## src/rtl/icap_pkg.sv

```systemverilog
// Shared constants, helpers and state type for the ICAP configuration-register reader.
package icap_pkg;

  localparam logic [15:0] WordDummy  = 16'hFFFF;
  localparam logic [15:0] WordSync0  = 16'hAA99;
  localparam logic [15:0] WordSync1  = 16'h5566;
  localparam logic [15:0] WordNoop   = 16'h2000;
  localparam logic [15:0] WordCmdHdr = 16'h30A1;
  localparam logic [15:0] WordDesync = 16'h000D;

  localparam logic [1:0] OpRead  = 2'b01;
  localparam logic [1:0] OpWrite = 2'b10;

  localparam logic [5:0] RegStat     = 6'h08;
  localparam logic [5:0] RegIdcode   = 6'h0E;
  localparam logic [5:0] RegGeneral1 = 6'h13;
  localparam logic [5:0] RegGeneral2 = 6'h14;
  localparam logic [5:0] RegGeneral3 = 6'h15;
  localparam logic [5:0] RegGeneral4 = 6'h16;
  localparam logic [5:0] RegBootsts  = 6'h20;

  typedef enum logic [2:0] {
    StIdle, StWseq, StTurn1, StRwait, StTurn2, StDseq, StFin
  } state_e;

  // Type-1 packet header, word count fixed at one.
  function automatic logic [15:0] hdr_type1(input logic [1:0] op, input logic [5:0] adr);
    return {3'b001, op, adr, 5'd1};
  endfunction

  // ICAP expects each byte bit-reversed; the mapping is its own inverse.
  function automatic logic [15:0] byte_swap(input logic [15:0] x);
    logic [15:0] y;
    for (int i = 0; i < 8; i++) begin
      y[i]     = x[7-i];
      y[8 + i] = x[15-i];
    end
    return y;
  endfunction

endpackage

```

## src/rtl/icap_reg_reader_if.sv

```systemverilog
// Request/response and ICAP pin bundle for icap_reg_reader.
interface icap_reg_reader_if;
  logic        start;
  logic [5:0]  regadr;
  logic        busy;
  logic        done;
  logic [15:0] rdata;
  logic        err;
  logic        icap_ce;
  logic        icap_write;
  logic [15:0] icap_i;
  logic [15:0] icap_o;
  logic        icap_busy;

  modport slave (
    input  start, regadr, icap_o, icap_busy,
    output busy, done, rdata, err, icap_ce, icap_write, icap_i
  );

  modport master (
    output start, regadr, icap_o, icap_busy,
    input  busy, done, rdata, err, icap_ce, icap_write, icap_i
  );
endinterface

```

## src/rtl/icap_rd_seqrom.sv

```systemverilog
// Logical (unswapped) command words for the sync/read-header and desync sequences.
module icap_rd_seqrom
  import icap_pkg::*;
(
  input  state_e      phase_i,
  input  logic [2:0]  idx_i,
  input  logic [5:0]  regadr_i,
  output logic [15:0] word_o
);

  always_comb begin
    word_o = WordNoop;
    if (phase_i == StWseq) begin
      case (idx_i)
        3'd0:    word_o = WordDummy;
        3'd1:    word_o = WordSync0;
        3'd2:    word_o = WordSync1;
        3'd4:    word_o = hdr_type1(OpRead, regadr_i);
        default: word_o = WordNoop;
      endcase
    end else if (phase_i == StDseq) begin
      case (idx_i)
        3'd0:    word_o = WordCmdHdr;
        3'd1:    word_o = WordDesync;
        default: word_o = WordNoop;
      endcase
    end
  end

endmodule

```

## src/rtl/icap_reg_reader.sv

```systemverilog
// Reads one configuration register through ICAP (state on falling CLK edge).
// Optional read-wait abort enabled by defining ICAPRD_TIMEOUT_EN.
module icap_reg_reader
  import icap_pkg::*;
#(
  parameter logic [7:0] TOUT = 8'd255
) (
  input logic             clk,
  input logic             reset_n,
  icap_reg_reader_if.slave bus
);

  state_e      state_q;
  logic [2:0]  idx_q;
  logic [5:0]  adr_q;
  state_e      rom_phase;
  logic [2:0]  rom_idx;
  logic [15:0] rom_word;

  // Look one word ahead so ICAP_I is registered on the edge that enters each slot.
  always_comb begin
    rom_phase = StWseq;
    rom_idx   = 3'd0;
    case (state_q)
      StWseq:  rom_idx = idx_q + 3'd1;
      StTurn2: rom_phase = StDseq;
      StDseq: begin
        rom_phase = StDseq;
        rom_idx   = idx_q + 3'd1;
      end
      default: ;
    endcase
  end

  icap_rd_seqrom u_seqrom (
    .phase_i  (rom_phase),
    .idx_i    (rom_idx),
    .regadr_i (adr_q),
    .word_o   (rom_word)
  );

`ifdef ICAPRD_TIMEOUT_EN
  logic [7:0] cnt_q;
  logic       err_q;
  assign bus.err = err_q;
`else
  logic unused_tout;
  assign bus.err     = 1'b0;
  assign unused_tout = ^TOUT;
`endif

  always_ff @(negedge clk or negedge reset_n) begin
    if (!reset_n) begin
      state_q        <= StIdle;
      idx_q          <= 3'd0;
      adr_q          <= 6'd0;
      bus.busy       <= 1'b0;
      bus.done       <= 1'b0;
      bus.rdata      <= 16'h0000;
      bus.icap_ce    <= 1'b1;
      bus.icap_write <= 1'b0;
      bus.icap_i     <= 16'h0000;
`ifdef ICAPRD_TIMEOUT_EN
      cnt_q          <= 8'd0;
      err_q          <= 1'b0;
`endif
    end else begin
      bus.done <= 1'b0;
      unique case (state_q)
        StIdle: begin
          if (bus.start) begin
            adr_q          <= bus.regadr;
            bus.busy       <= 1'b1;
            bus.icap_ce    <= 1'b0;
            bus.icap_write <= 1'b0;
            bus.icap_i     <= byte_swap(rom_word);
            idx_q          <= 3'd0;
            state_q        <= StWseq;
`ifdef ICAPRD_TIMEOUT_EN
            err_q          <= 1'b0;
`endif
          end
        end
        StWseq: begin
          if (idx_q == 3'd6) begin
            bus.icap_ce <= 1'b1;
            bus.icap_i  <= 16'h0000;
            idx_q       <= 3'd0;
            state_q     <= StTurn1;
          end else begin
            bus.icap_i <= byte_swap(rom_word);
            idx_q      <= idx_q + 3'd1;
          end
        end
        StTurn1: begin
          // WRITE flips only while CE is deasserted.
          if (idx_q == 3'd0) begin
            bus.icap_write <= 1'b1;
            idx_q          <= 3'd1;
          end else begin
            bus.icap_ce <= 1'b0;
            idx_q       <= 3'd0;
            state_q     <= StRwait;
`ifdef ICAPRD_TIMEOUT_EN
            cnt_q       <= 8'd0;
`endif
          end
        end
        StRwait: begin
          if (!bus.icap_busy) begin
            bus.rdata   <= byte_swap(bus.icap_o);
            bus.icap_ce <= 1'b1;
            idx_q       <= 3'd0;
            state_q     <= StTurn2;
          end
`ifdef ICAPRD_TIMEOUT_EN
          else if (cnt_q == TOUT - 8'd1) begin
            bus.rdata   <= 16'hFFFF;
            err_q       <= 1'b1;
            bus.icap_ce <= 1'b1;
            idx_q       <= 3'd0;
            state_q     <= StTurn2;
          end else begin
            cnt_q <= cnt_q + 8'd1;
          end
`endif
        end
        StTurn2: begin
          if (idx_q == 3'd0) begin
            bus.icap_write <= 1'b0;
            idx_q          <= 3'd1;
          end else begin
            bus.icap_ce <= 1'b0;
            bus.icap_i  <= byte_swap(rom_word);
            idx_q       <= 3'd0;
            state_q     <= StDseq;
          end
        end
        StDseq: begin
          if (idx_q == 3'd3) begin
            bus.icap_ce <= 1'b1;
            bus.icap_i  <= 16'h0000;
            bus.busy    <= 1'b0;
            bus.done    <= 1'b1;
            idx_q       <= 3'd0;
            state_q     <= StFin;
          end else begin
            bus.icap_i <= byte_swap(rom_word);
            idx_q      <= idx_q + 3'd1;
          end
        end
        StFin:   state_q <= StIdle;
        default: state_q <= StIdle;
      endcase
    end
  end

endmodule
```

## src/flat_wrapper.sv

```systemverilog
// flat-port wrapper written by rule: the top's interface ports become plain ports
module icap_reg_reader_flat import icap_pkg::*;
#(
  parameter logic [7:0] TOUT = 8'd255
)
  (clk, reset_n, bus_start, bus_regadr, bus_icap_o, bus_icap_busy, bus_busy, bus_done, bus_rdata, bus_err, bus_icap_ce, bus_icap_write, bus_icap_i);
  icap_reg_reader_if bus_i ();
  input logic clk;
  input logic reset_n;
  input wire logic [$bits(bus_i.start)-1:0] bus_start;
  input wire logic [$bits(bus_i.regadr)-1:0] bus_regadr;
  input wire logic [$bits(bus_i.icap_o)-1:0] bus_icap_o;
  input wire logic [$bits(bus_i.icap_busy)-1:0] bus_icap_busy;
  output wire logic [$bits(bus_i.busy)-1:0] bus_busy;
  output wire logic [$bits(bus_i.done)-1:0] bus_done;
  output wire logic [$bits(bus_i.rdata)-1:0] bus_rdata;
  output wire logic [$bits(bus_i.err)-1:0] bus_err;
  output wire logic [$bits(bus_i.icap_ce)-1:0] bus_icap_ce;
  output wire logic [$bits(bus_i.icap_write)-1:0] bus_icap_write;
  output wire logic [$bits(bus_i.icap_i)-1:0] bus_icap_i;
  assign bus_i.start = bus_start;
  assign bus_i.regadr = bus_regadr;
  assign bus_i.icap_o = bus_icap_o;
  assign bus_i.icap_busy = bus_icap_busy;
  assign bus_busy = bus_i.busy;
  assign bus_done = bus_i.done;
  assign bus_rdata = bus_i.rdata;
  assign bus_err = bus_i.err;
  assign bus_icap_ce = bus_i.icap_ce;
  assign bus_icap_write = bus_i.icap_write;
  assign bus_icap_i = bus_i.icap_i;
  icap_reg_reader #(.TOUT(TOUT)) u_core (.clk(clk), .reset_n(reset_n), .bus(bus_i));
endmodule
```

## config.mk

```make
export PLATFORM = sky130hd
export DESIGN_NAME = icap_reg_reader_flat
export DESIGN_NICKNAME = d
export VERILOG_FILES = /design/src/rtl/icap_pkg.sv /design/src/rtl/icap_reg_reader_if.sv /design/src/rtl/icap_rd_seqrom.sv /design/src/rtl/icap_reg_reader.sv /design/src/flat_wrapper.sv
export SDC_FILE = /design/constraint.sdc
export NUM_CORES = 1
export LEC_CHECK = 0
export ABC_AREA = 1
export CAP_MARGIN = 20
export CORE_MARGIN = 10
export CORE_UTILIZATION = 41
export DETAILED_ROUTE_END_ITERATION = 16
export PLACE_DENSITY = 0.7
export SYNTH_ARGS = -nofsm -noshare
export SYNTH_HDL_FRONTEND = slang
export SYNTH_SLANG_ARGS = --single-unit
export TNS_END_PERCENT = 5
```

## constraint.sdc

```tcl
create_clock -name clk -period 2.8 [get_ports clk]
set_input_delay 0.84 -clock clk [delete_from_list [all_inputs] [get_ports clk]]
set_output_delay 0.84 -clock clk [all_outputs]
set_load 0.01 [all_outputs]
```

==> key figures, run 1 <==
Clocking
  • H-tree depth: 2
  • CTS tree: done
  • CTS buffer count: 5
  • Clk_lat worst skew: 0.34 ns
  • Max Buffers Root-to-Sink: 2
  • Clk slew on worst S/H paths: 0.05 ns
  • Clock Sinks: 46
  • CTS Root Buffer Type: clkbuf_8
  • Post-CTS Hold Fix Bufs: 0

Drt
  • Per-cell routed wire length: 13.70 µm
  • Final WL: 5331 µm
  • Initial DRT Pass Iterations: 4
  • DR vias/cell: 4.763
  • DR iter-0 viols: 71
  • Routed via count: 1853
  • Post-route antenna net violation count: 0
  • DRC viols: 0

Worst hold path
  • Worst min path class: reg2reg
  • Worst Hold Depth: 2

Timing
  • Final hold slack: 0.4442 ns
  • Slew headroom: 0.5857
  • Pin slew with the least headroom to its limit: 0.6215 ns
  • Sum Neg Setup Slack: -10.27 ns
  • Final Setup Violations: 45
  • Max Slew Vio Count: 0
  • Worst setup margin: -0.4085 ns
  • RSZ-0062 raised after global routing: yes
  • Skew final: 0.05102 ns
  • Final hold violation count: 0

Layout
  • Layout cells sized above 1: 0.3817
  • Post-Layout Cell Count: 389
  • Layout Nets: 347
  • Commonest cells after routing, fill and taps aside: nand2_1, dfrtn_1, clkdlybuf4s50_1, buf_4
  • Synth-to-layout area growth: 39.79%
  • Diodes inserted: 0
  • Most common cell after layout, fill and taps aside: nand2_1

GRT
  • Total gr overflow: 0
  • Total GRT Usage: 0.1231
  • GR peak layer: met2
  • GR Util met2: 0.1986
  • First-pass GRT wire length: 9239 µm
  • Pin count of the biggest net entering global routing: 24
  • GR Layer Usage met1: 0.1493
  • Vias in the first global route: 1952
  • GRT met3 Usage: 0.04635
  • Initial antenna violation count: 0

Power and ir drop
  • Pwr dens: 1172 nW/µm²
  • Pwr Total: 3833 µW
  • Peak VDD IR: 0.4985 mV
  • Leakage: 0.001634 µW

Critical path
  • Crit path kind: reg2out
  • Reg-to-reg setup timing slack: 0.95 ns
  • Levels on crit path: 1
  • Crit path cell chain: buf_6
  • Slowest-stage cell, CP: dfstp_2
  • R2r endpoint: u_core.bus.icap_i[0]
  • Critical path launch point type: flop
  • FF-to-FF Start: u_core.idx_q[0]
  • Crit path to: bus_icap_ce
  • WP data required: 1.96 ns
  • WP buf/inv: 1
  • Reg2Reg Depth: 11
  • CP startpoint: u_core.bus.icap_ce
  • WP data arrival: 2.37 ns
  • Largest delay share family, worst path: flip-flops
  • Kind of end point of the critical path: output port
  • Crit-path max cell delay: 0.53 ns
  • Crit path max fanout: 2

Placement
  • GPL Wtd Cong: 0.8318
  • I/O Buffers: 61
  • Placed Instances: 378
  • Hpwl dp: 4265 µm

Synth
  • Yosys reg bits: 46
  • Post-Synthesis Net Count: 262
  • Primary FF master, synth: dfrtn_1
  • Yosys warning total: 0
  • Share of the synthesized area in the top cell type: 0.4813
  • Synth area leader: dfrtn_1
  • Mapped Cells: 231
  • Number of flops mapped to enable cells by yosys: 0
  • Async S/R FF share, synth: 1.000
  • Register area share after synthesis: 0.4925
  • Mapped Avg Cell Area: 10.13 µm²
  • Top post-synthesis cells by area: dfrtn_1, nand2_1, mux2_4
  • Mapped cell area: 2340 µm²
  • Synth cell types: 31

Floorplan
  • Row cnt: 27
  • Die Ht: 95.54 µm
  • Starting Density: 0.4249
  • CORE AREA: 5507 µm²
  • IO Pins: 63
  • Horiz. Die Dim: 95.54 µm
  • Die area: 9128 µm²

Flow run
  • Max-capacitance violation count: 0

Status
  • Failing checks: negative setup slack
  • Run status: finished with violations
[flip-flops by register name (all words and copies together), names as in the netlist]
signal                 cells
u_core.idx_q               3
u_core.bus.icap_write      1
u_core.state_q             3
u_core.bus.busy            1
u_core.bus.rdata          16
u_core.bus.icap_ce         1
u_core.bus.icap_i         14
u_core.adr_q               6
u_core.bus.done            1
[routing by layer]
metal / vias up / wire [µm] / part of all wire
met4: 0 / 46 / 0.0086
met5: - / 0 / 0
met3: 5 / 481 / 0.090
met2: 53 / 2533 / 0.48
met1: 877 / 2270 / 0.43
li1: 918 / - / -
[Yosys cell counts (2+ instances only)]
library cell	count
nor2_1	11
inv_2	3
nand4_1	3
o21ai_1	6
nor2_4	2
mux2_2	12
ha_1	5
nand2_2	3
nand3_4	2
mux2_4	9
inv_1	16
nand3_1	17
a21oi_1	3
buf_6	4
o21ai_0	7
nor2_8	3
nand2_1	61
buf_4	4
a31oi_1	2
dfrtn_1	45
nand3_2	2
nor2_2	2
[layout make-up]
type                       count  area, µm²
sequential                    46       1152
tap                           72      90.09
timing repair buffer          86      779.5
fill                         491       2236
multi-input combinational    155       1057
clock inverter                 3      17.52
clock buffer                   6      72.57
inverter                      21      101.3
[where the power goes]
group          switching (µW)  total (µW)  internal [µW]
logic                    1050        2150           1100
registers                 265        1290           1020
clock network             217         394            177
[cell families (layout without fill, tap and decap cells)]
family                     count (synthesis)  count (layout)  synth area share
adders and majority gates                  5               5           0.02674
DFF                                       46              46            0.4925
muxes                                     21              21            0.1155
and+or+nand+nor                          107             107            0.2412
other                                      1               1          0.001603
buffers and inverters                     30             116           0.07059
AOI/OAI and AO/OA                         21              21           0.05187
[worst min-delay path by stage]
stage                                  to  slack, ns                  start
detailed placement   u_core.bus.icap_i[4]       0.44   u_core.bus.icap_i[4]
global route              u_core.adr_q[3]       0.47        u_core.adr_q[3]
finish                    u_core.bus.busy       0.44        u_core.bus.busy
floorplan                 u_core.adr_q[2]       0.44        u_core.adr_q[2]
CTS                  u_core.bus.icap_i[4]       0.44   u_core.bus.icap_i[4]
global placement    u_core.bus.icap_i[14]       0.44  u_core.bus.icap_i[14]
[stage by stage]
stage | util | cell area [µm²] | setup slack, ns
after floorplan | - | 2356 | -0.2345
after global placement | 0.5767 | 3176 | -0.8357
after detailed placement | 0.5767 | 3176 | -0.8546
after CTS | 0.5735 | 3158 | -0.4204
after global routing | 0.5940 | 3271 | -0.4440
final | 0.5940 | 3271 | -0.4085
[what timing repair did]
item | 4_1_cts | 5_1_grt
endpoints found under the setup margin | 81 | 66
resized for setup | 171 | 19
hold endpoints to repair | 0 | 0
buffers inserted | 2 | 1
pin swaps | 2 | 0
Power figures use the tool's default switching activity.
==> run 2, diff against run 1 <==
- CORE_MARGIN: 10 -> 5
==> run 2 against run 1 <==
The flow still finishes with violations (negative setup slack); sequential power about the same; register-to-register slack got worse by 0.07 ns; cell area is 2.4% lower; total power decreased by 2.5%; flip-flop and latch count did not move; setup slack improved by 0.0011 ns; critical endpoint unchanged; combinational power down 5%; first-iteration DRC count rose by 49%; via count fell by 1.9%; clock power grew 4%.
==> key figures, run 2 (synthesis results as in run 1) <==
Status
  • Run status: finished with violations
  • Failing checks: negative setup slack

Timing
  • Pin slew with the least headroom to its limit: 0.6137 ns (-0.007818 ns)
  • Final Setup Violations: 45 (unchanged)
  • Final hold slack: 0.4282 ns (-0.01597 ns)
  • Worst setup margin: -0.4074 ns (+0.001089 ns)
  • RSZ-0062 raised after global routing: yes
  • Max Slew Vio Count: 0 (unchanged)
  • Final hold violation count: 0 (unchanged)
  • Skew final: 0.05153 ns (+0.0005074 ns)
  • Slew headroom: 0.5909 (+0.005212)
  • Sum Neg Setup Slack: -10.42 ns (-0.1544 ns)

Critical path
  • Crit path cell chain: buf_6
  • Crit-path max cell delay: 0.52 ns (about the same)
  • Crit path kind: reg2out
  • Reg-to-reg setup timing slack: 0.88 ns (-0.07 ns)
  • Reg2Reg Depth: 11 (unchanged)
  • Crit path max fanout: 2 (unchanged)
  • Largest delay share family, worst path: flip-flops
  • Slowest-stage cell, CP: dfstp_2
  • WP data required: 1.96 ns (about the same)
  • WP buf/inv: 1 (unchanged)
  • R2r endpoint: u_core.bus.icap_i[2]
  • Critical path launch point type: flop
  • FF-to-FF Start: u_core.idx_q[0]
  • WP data arrival: 2.37 ns (about the same)
  • Kind of end point of the critical path: output port

Layout
  • Diodes inserted: 0 (unchanged)
  • Post-Layout Cell Count: 386 (-0.77%)
  • Top reg by flops: u_core.bus.rdata
  • Commonest cells after routing, fill and taps aside: nand2_1, dfrtn_1, buf_2, clkdlybuf4s50_1
  • Fill cells: 533 (+8.6%)
  • Largest registers: u_core.bus.rdata x16, u_core.bus.icap_i x14, u_core.adr_q x6
  • Max reg flops: 16 (unchanged)
  • Layout Nets: 344 (-0.86%)
  • Layout cells sized above 1: 0.3726 (-0.009092)
  • Synth-to-layout area growth: 36.42%
  • Most common cell after layout, fill and taps aside: nand2_1

Clocking
  • Clk_lat worst skew: 0.35 ns (about the same)
  • H-tree depth: 2 (unchanged)
  • CTS Root Buffer Type: clkbuf_8
  • CTS tree: done
  • CTS buffer count: 5 (unchanged)
  • Max Buffers Root-to-Sink: 2 (unchanged)
  • Clock Sinks: 46 (unchanged)
  • Post-CTS Hold Fix Bufs: 0 (unchanged)
  • Clk slew on worst S/H paths: 0.06 ns (about the same)

GRT
  • Pin count of the biggest net entering global routing: 32 (+33%)
  • Total gr overflow: 0 (unchanged)
  • Initial antenna violation count: 0 (unchanged)
  • Vias in the first global route: 1814 (-7.1%)
  • Total GRT Usage: 0.1466 (+0.02351)
  • First-pass GRT wire length: 8645 µm (-6.4%)

Floorplan
  • Die Ht: 85.54 µm (-10%)
  • Starting Density: 0.4223 (-0.002591)
  • Row cnt: 27 (unchanged)
  • Die area: 7317 µm² (-20%)
  • CORE AREA: 5540 µm² (+0.61%)
  • IO Pins: 63 (unchanged)
  • Horiz. Die Dim: 85.54 µm (-10%)

Drt
  • Routed via count: 1817 (-1.9%)
  • Initial DRT Pass Iterations: 4 (unchanged)
  • Post-route antenna net violation count: 0 (unchanged)
  • DRC viols: 0 (unchanged)
  • DR vias/cell: 4.707 (-1.2%)
  • Final WL: 5203 µm (-2.4%)
  • DR iter-0 viols: 106 (+49%)
  • Per-cell routed wire length: 13.48 µm (-1.6%)

Placement
  • DP Worst Slack: -0.9783 ns (-0.1237 ns)
  • Hpwl dp: 3803 µm (-11%)
  • I/O Buffers: 61 (unchanged)
  • GPL Wtd Cong: 0.8297 (-0.25%)
  • Placed Instances: 372 (-1.6%)

Worst hold path
  • Worst Hold Depth: 2 (unchanged)
  • Worst min path class: reg2reg
  • Worst hold endpoint: u_core.bus.icap_i[2]
  • Worst Hold Launch: u_core.bus.icap_i[2]

Flow run
  • Max-capacitance violation count: 0 (unchanged)

Power and ir drop
  • Leakage: 0.001601 µW (-2.0%)
  • Peak VDD IR: 0.5119 mV (+2.7%)
  • Pwr dens: 1171 nW/µm² (-0.11%)
## run 2: per-layer routing
metal  share of wire  global-route usage  vias to the layer above
met5               0                   0                        -
met4          0.0079             0.03453                        0
met3           0.083             0.05476                        6
met2            0.45              0.2239                       54
met1            0.46              0.1981                      840
li1                -                   -                      917
## run 2: worst max-delay path by stage
stage / from / end / slack, ns / depth (start not counted)
floorplan: bus_icap_busy / u_core.bus.rdata[10] / -0.23 / 4
global placement: bus_icap_busy / u_core.bus.rdata[11] / -0.96 / 4
detailed placement: bus_icap_busy / u_core.bus.rdata[8] / -0.98 / 4
CTS: u_core.bus.icap_ce / bus_icap_ce / -0.42 / 1
global route: u_core.bus.icap_ce / bus_icap_ce / -0.46 / 1
finish: u_core.bus.icap_ce / bus_icap_ce / -0.41 / 1
## run 2: report_power, final
group | switching, µW | internal (µW) | leakage (µW)
registers | 259 | 1020 | 0.000544
clock network | 230 | 178 | 0.0000467
logic | 1040 | 1010 | 0.00101
## run 2: repair_timing
action,4_1_cts,5_1_grt
gates resized for setup,170,11
buffers inserted,4,1
endpoints found under the setup margin,81,69
cloned,1,0
pin swaps,2,0
## run 2: metrics by stage
stage | utilization | power [µW] | area [µm²]
after floorplan | - | 2512 | 2356
after global placement | 0.5628 | 3346 | 3118
after detailed placement | 0.5628 | 3387 | 3118
after CTS | 0.5653 | 3692 | 3132
after global routing | 0.5761 | 4022 | 3192
final | 0.5761 | 3737 | 3192
## run 2: final cells by class
type | count | area, µm² | area share
multi-input cells | 156 | 1065 | 0.3336
clock buffers | 6 | 72.57 | 0.02274
repair buffers | 82 | 695.7 | 0.2180
well taps | 72 | 90.09 | 0.02822
inverters | 21 | 98.84 | 0.03097
flip-flops and latches | 46 | 1152 | 0.3610
clock inverters | 3 | 17.52 | 0.005488
